### config.mk
export PLATFORM = sky130hd
export DESIGN_NAME = alu_exec_pipe
export DESIGN_NICKNAME = d
export VERILOG_FILES = /design/src/rtl/alu_exec_pipe.sv
export SDC_FILE = /design/constraint.sdc
export NUM_CORES = 1
export LEC_CHECK = 0
export ABC_AREA = 1
export ABC_CLOCK_PERIOD_IN_PS = 16620
export CORE_MARGIN = 10
export CORE_UTILIZATION = 45
export DETAILED_ROUTE_END_ITERATION = 10
export PLACE_DENSITY = 0.61
export REMOVE_ABC_BUFFERS = 1
export SLEW_MARGIN = 20
export SYNTH_ARGS = -nofsm -noshare
export SYNTH_HDL_FRONTEND = slang
export SYNTH_SLANG_ARGS = --single-unit
### constraint.sdc
create_clock -name clk -period 16.62 [get_ports clk]
set_clock_uncertainty 0.1 [all_clocks]
set_input_delay 2.493 -clock clk [delete_from_list [all_inputs] [get_ports clk]]
set_output_delay 2.493 -clock clk [all_outputs]
set_load 0.005 [all_outputs]
### src/rtl/alu_exec_pipe.sv
// Two-stage registered ALU execution pipeline with valid/ready on both sides.
// S1 latches operands and opcode; S2 holds the evaluated result, flags and the consumed-result counter.
module alu_exec_pipe #(
    parameter int WIDTH = 64,
    parameter int CNT_W = 16
) (
    input  logic             clk,
    input  logic             rst,
    input  logic             in_valid,
    output logic             in_ready,
    input  logic [WIDTH-1:0] a,
    input  logic [WIDTH-1:0] b,
    input  logic [2:0]       op,
    output logic             out_valid,
    input  logic             out_ready,
    output logic [WIDTH-1:0] y,
    output logic             zero,
    output logic             ovf,
    output logic             err,
    output logic [CNT_W-1:0] op_count
);

    typedef enum logic [2:0] {
        OP_ADD = 3'b000,
        OP_SUB = 3'b001,
        OP_AND = 3'b010,
        OP_OR  = 3'b011,
        OP_XOR = 3'b100,
        OP_NOT = 3'b101,
        OP_SLT = 3'b110,
        OP_ILL = 3'b111
    } op_e;

    localparam int MSB = WIDTH - 1;

    logic                    s1_valid;
    logic signed [WIDTH-1:0] s1_a;
    logic signed [WIDTH-1:0] s1_b;
    op_e                     s1_op;

    logic             s2_free;
    logic             s1_adv;
    logic             accept;
    logic [WIDTH-1:0] sum;
    logic [WIDTH-1:0] diff;
    logic [WIDTH-1:0] res_y;
    logic             res_ovf;
    logic             res_err;

    assign s2_free  = !out_valid || out_ready;
    assign s1_adv   = s1_valid && s2_free;
    assign in_ready = !s1_valid || s2_free;
    assign accept   = in_valid && in_ready;

    always_ff @(posedge clk or posedge rst) begin
        if (rst) begin
            s1_valid <= 1'b0;
            s1_a     <= '0;
            s1_b     <= '0;
            s1_op    <= OP_ADD;
        end else begin
            if (accept) begin
                s1_a  <= a;
                s1_b  <= b;
                s1_op <= op_e'(op);
            end
            // An accept refills S1 even when its previous occupant advances this cycle.
            if (accept)
                s1_valid <= 1'b1;
            else if (s1_adv)
                s1_valid <= 1'b0;
        end
    end

    always_comb begin
        sum     = s1_a + s1_b;
        diff    = s1_a - s1_b;
        res_y   = '0;
        res_ovf = 1'b0;
        res_err = 1'b0;
        case (s1_op)
            OP_ADD: begin
                res_y   = sum;
                res_ovf = (s1_a[MSB] == s1_b[MSB]) && (sum[MSB] != s1_a[MSB]);
            end
            OP_SUB: begin
                res_y   = diff;
                res_ovf = (s1_a[MSB] != s1_b[MSB]) && (diff[MSB] != s1_a[MSB]);
            end
            OP_AND: res_y = s1_a & s1_b;
            OP_OR:  res_y = s1_a | s1_b;
            OP_XOR: res_y = s1_a ^ s1_b;
            OP_NOT: res_y = ~s1_a;
            OP_SLT: res_y = {{(WIDTH-1){1'b0}}, (s1_a < s1_b)};
            default: begin
                res_y   = '0;
                res_err = 1'b1;
            end
        endcase
    end

    always_ff @(posedge clk or posedge rst) begin
        if (rst) begin
            out_valid <= 1'b0;
            y         <= '0;
            zero      <= 1'b0;
            ovf       <= 1'b0;
            err       <= 1'b0;
            op_count  <= '0;
        end else begin
            if (s1_adv) begin
                y    <= res_y;
                zero <= (res_y == '0);
                ovf  <= res_ovf;
                err  <= res_err;
            end
            if (s1_adv)
                out_valid <= 1'b1;
            else if (out_ready)
                out_valid <= 1'b0;
            if (out_valid && out_ready)
                op_count <= op_count + CNT_W'(1);
        end
    end

endmodule
==> metrics.txt <==
routed length per instance=about 20 um; post-CTS resize count=0; Hold Crit Class=reg -> reg; post-synth top area share=23.9%; cell taking the most area after synthesis=dfrtp_1; sequential fraction of the synthesis area=a little under a quarter; Setup Buffers After CTS=0; yosys warns=0; drc violations=0; Pwr Density=124 mW/mm2; H-tree Lvls=1; Antenna Violating Nets Remaining=0; vias in the first global route=between 20000 and 25000; Max Transition Viols Final=0; Internal Power=1610 uW; Gate power share=59.4%; GRT overflow=0; # hold bufs at CTS=0; Starting Density=45.3%; final period utilization=a little under two fifths; top post-synthesis cells by count=nand2_1, inv_1, nor2_1; WL final=93.1 mm; Worst-path clk slew=0.06 ns; RD Place Congestion=1.11; Synth cell types=49; CTS sink cnt=216; Syn Area/Cell=5.98 um2; Synth area leaders=dfrtp_1, nand2_1, ha_1; power share of the clock group=18.0%; Synth Register Bits=216; ys flop type=dfrtp_1; Slew @ Worst Pin=1.04 ns; TritonCTS clock tree=built; Inserted Diodes=0; critical path class=in -> out; worst skew pair latency=0.56 ns; slowest stage delay, CP=between 0.5 and 0.6 ns; most frequent cell after synthesis=nand2_1; crit path max fanout=3; share of cells above drive strength 1=3.47%; Max Cap Viol=0; Critical Path Sink Type=primary output; gr usage total=between 30% and 40%; Top delay family on crit path=buffers and inverters; asr flop ratio synth=100%; Pleak=0.0139 uW; pre-CTS setup slack=between 10 and 15 ns; Area Growth Syn to Fin=15.0%; vias per inst=5.41; Initial DRT Pass Iterations=5; Crit-path slowest cell=clkdlybuf4s50_1; Crit path arrival time=3.72 ns; Die H=between 200 and 250 um; fin crit period=6.31 ns; normalized max-slew margin=30.5%; register area=0.00541 mm2; pin count of the biggest net entering global routing=100; fmax=between 150 and 200 MHz; IO Pins=220; RSZ-0062 raised after global routing=no; Mapped Area=0.0226 mm2; cell count after synthesis=3773; root buffer cell=clkbuf_16; Worst path most repeated cell=clkdlybuf4s50_1; sw frac=49.8%; fillers=~5400; port bufs=219; die span in x=244 um; CP cell instances=clkdlybuf4s50_1 -> inv_1 -> nand3_1 -> clkdlybuf4s50_1; Multi-input gate area=around 0.014 mm2; setup TNS=0 ns; startpoint types=input port; Vias=24800; first-pass GRT wire length=between 100 and 150 mm; initial antenna violation count=0; Buf/Inv on CP=3; TritonCTS buffer count=25; worst setup slack after layout=10.31 ns; core area=0.0499 mm2; Site Rows=82; outcome=complete, no violations; initial drt markers=2682; net count reported at finish=4237; Sequential Power Share=22.7%; maximum vdd drop=around 90 uV; Post-synth EDFFs=0; Final Hold Fails=0; Die ar.=0.0595 mm2; CTS max path bufs=3; Worst Path Required=around 14 ns; Net Switching=~1600 uW; post-detail-place hpwl=76.0 mm; Final setup viols=0
## area by class of cell
type                    instances  share of cell area [%]
clock buffers                  37                    2.82
clock inverters                 9                   0.492
inverters                     638                    9.26
multi-input cells            2790                    54.5
flip-flops and latches        216                    20.8
well taps                     672                    3.24
repair buffers                233                    8.85
## final timing paths
| path | depth (start not counted) | endpoint | start | slack, ns |
|---|---|---|---|---|
| max | 4 | in_ready | out_ready | 10.31 |
| min | 1 | op_count[15]$_DFFE_PP0P_ | op_count[15]$_DFFE_PP0P_ | 0.37 |
| max reg2reg | 22 | zero$_DFFE_PP0P_ | s1_b[0]$_DFFE_PP0P_ | 12.51 |
| min reg2reg | 1 | op_count[15]$_DFFE_PP0P_ | op_count[15]$_DFFE_PP0P_ | 0.37 |
| max in group asynchronous | 3 | y[56]$_DFFE_PP0P_ | rst | 12.78 |
| min in group asynchronous | 2 | y[21]$_DFFE_PP0P_ | rst | 2.34 |
## cell families (layout without fill, tap and decap cells)
family / Yosys count / in the layout / synth area share [%]
DFF: 216 / 216 / 23.9
AOI/OAI and AO/OA: 565 / 565 / 14.3
adders and majority gates: 198 / 198 / 11.0
xor gates and xnor gates: 17 / 17 / 0.660
and+or+nand+nor: 2010 / 2010 / 36.6
buffers and inverters: 767 / 917 / 13.5
## worst reg2reg max path, stage by stage (launching register included)
cell	delay (ns)
dfrtp_1	0.38
ha_1	0.24
inv_1	0.09
fa_1	0.39
inv_1	0.16
nand3_1	0.11
nand2_1	0.13
nand2_1	0.08
nand2_1	0.29
nand2_1	0.10
nand3b_1	0.31
nand3_1	0.41
nand2_1	0.17
nand2_1	0.06
nand3_1	0.07
nand2_1	0.06
nor2_1	0.19
nand2_1	0.08
nor2_1	0.25
nand2_1	0.14
nor2_1	0.12
nand2_1	0.06
nand2_1	0.05
## metrics by stage
stage                     total power, uW  instances  hold WS (ns)  cell area (um2)  utilization (%)
after global placement               2580       4549         0.362            25100             50.3
after detailed placement             2580       4549         0.365            25100             50.3
after CTS                            3180       4595         0.376            25900             52.0
after global routing                 3440       4595         0.399            25900             52.0
final                                3210       4595         0.371            25900             52.0
after floorplan                      1850       3644         0.368            21900                -
## sequential cells by signal (all words and copies together) (netlist names)
signal and count:
ovf 1, zero 1, s1_op 3, err 1, s1_valid 1, s1_b 64, s1_a 64, out_valid 1
y 64, op_count 16
## layer usage
layer	global-route usage [%]	wire, um
met4	11.2	3890
met1	42.7	41600
met3	5.43	8650
met2	45.4	39000
met5	0	0
## cells in the final DEF (no fill, tap or decap), drive strengths merged, types with 3 or more instances in the layout
cell | synthesis | routed
a21o | 3 | 3
a21oi | 296 | 296
a221oi | 52 | 52
and2 | 7 | 7
buf | 76 | 14
bufinv | 0 | 3
clkbuf | 53 | 37
clkdlybuf4s50 | 0 | 219
clkinv | 2 | 8
dfrtp | 216 | 216
ha | 196 | 196
inv | 636 | 636
nand2 | 1129 | 1129
nand3 | 280 | 280
nand3b | 5 | 5
nand4 | 31 | 31
nor2 | 515 | 515
nor3 | 36 | 36
nor4 | 4 | 4
o21a | 5 | 5
o21ai | 120 | 120
o21bai | 18 | 18
o22ai | 63 | 63
xnor2 | 4 | 4
xor2 | 13 | 13
## power groups by stage
stage / logic, uW / clock network [uW] / registers [uW]
floorplan: 1120 / 0 / 734
global placement: 1840 / 0 / 738
detailed placement: 1840 / 0 / 738
CTS: 1860 / 595 / 730
global route: 2080 / 613 / 748
finish: 1910 / 577 / 729
Power figures use the tool's default switching activity.
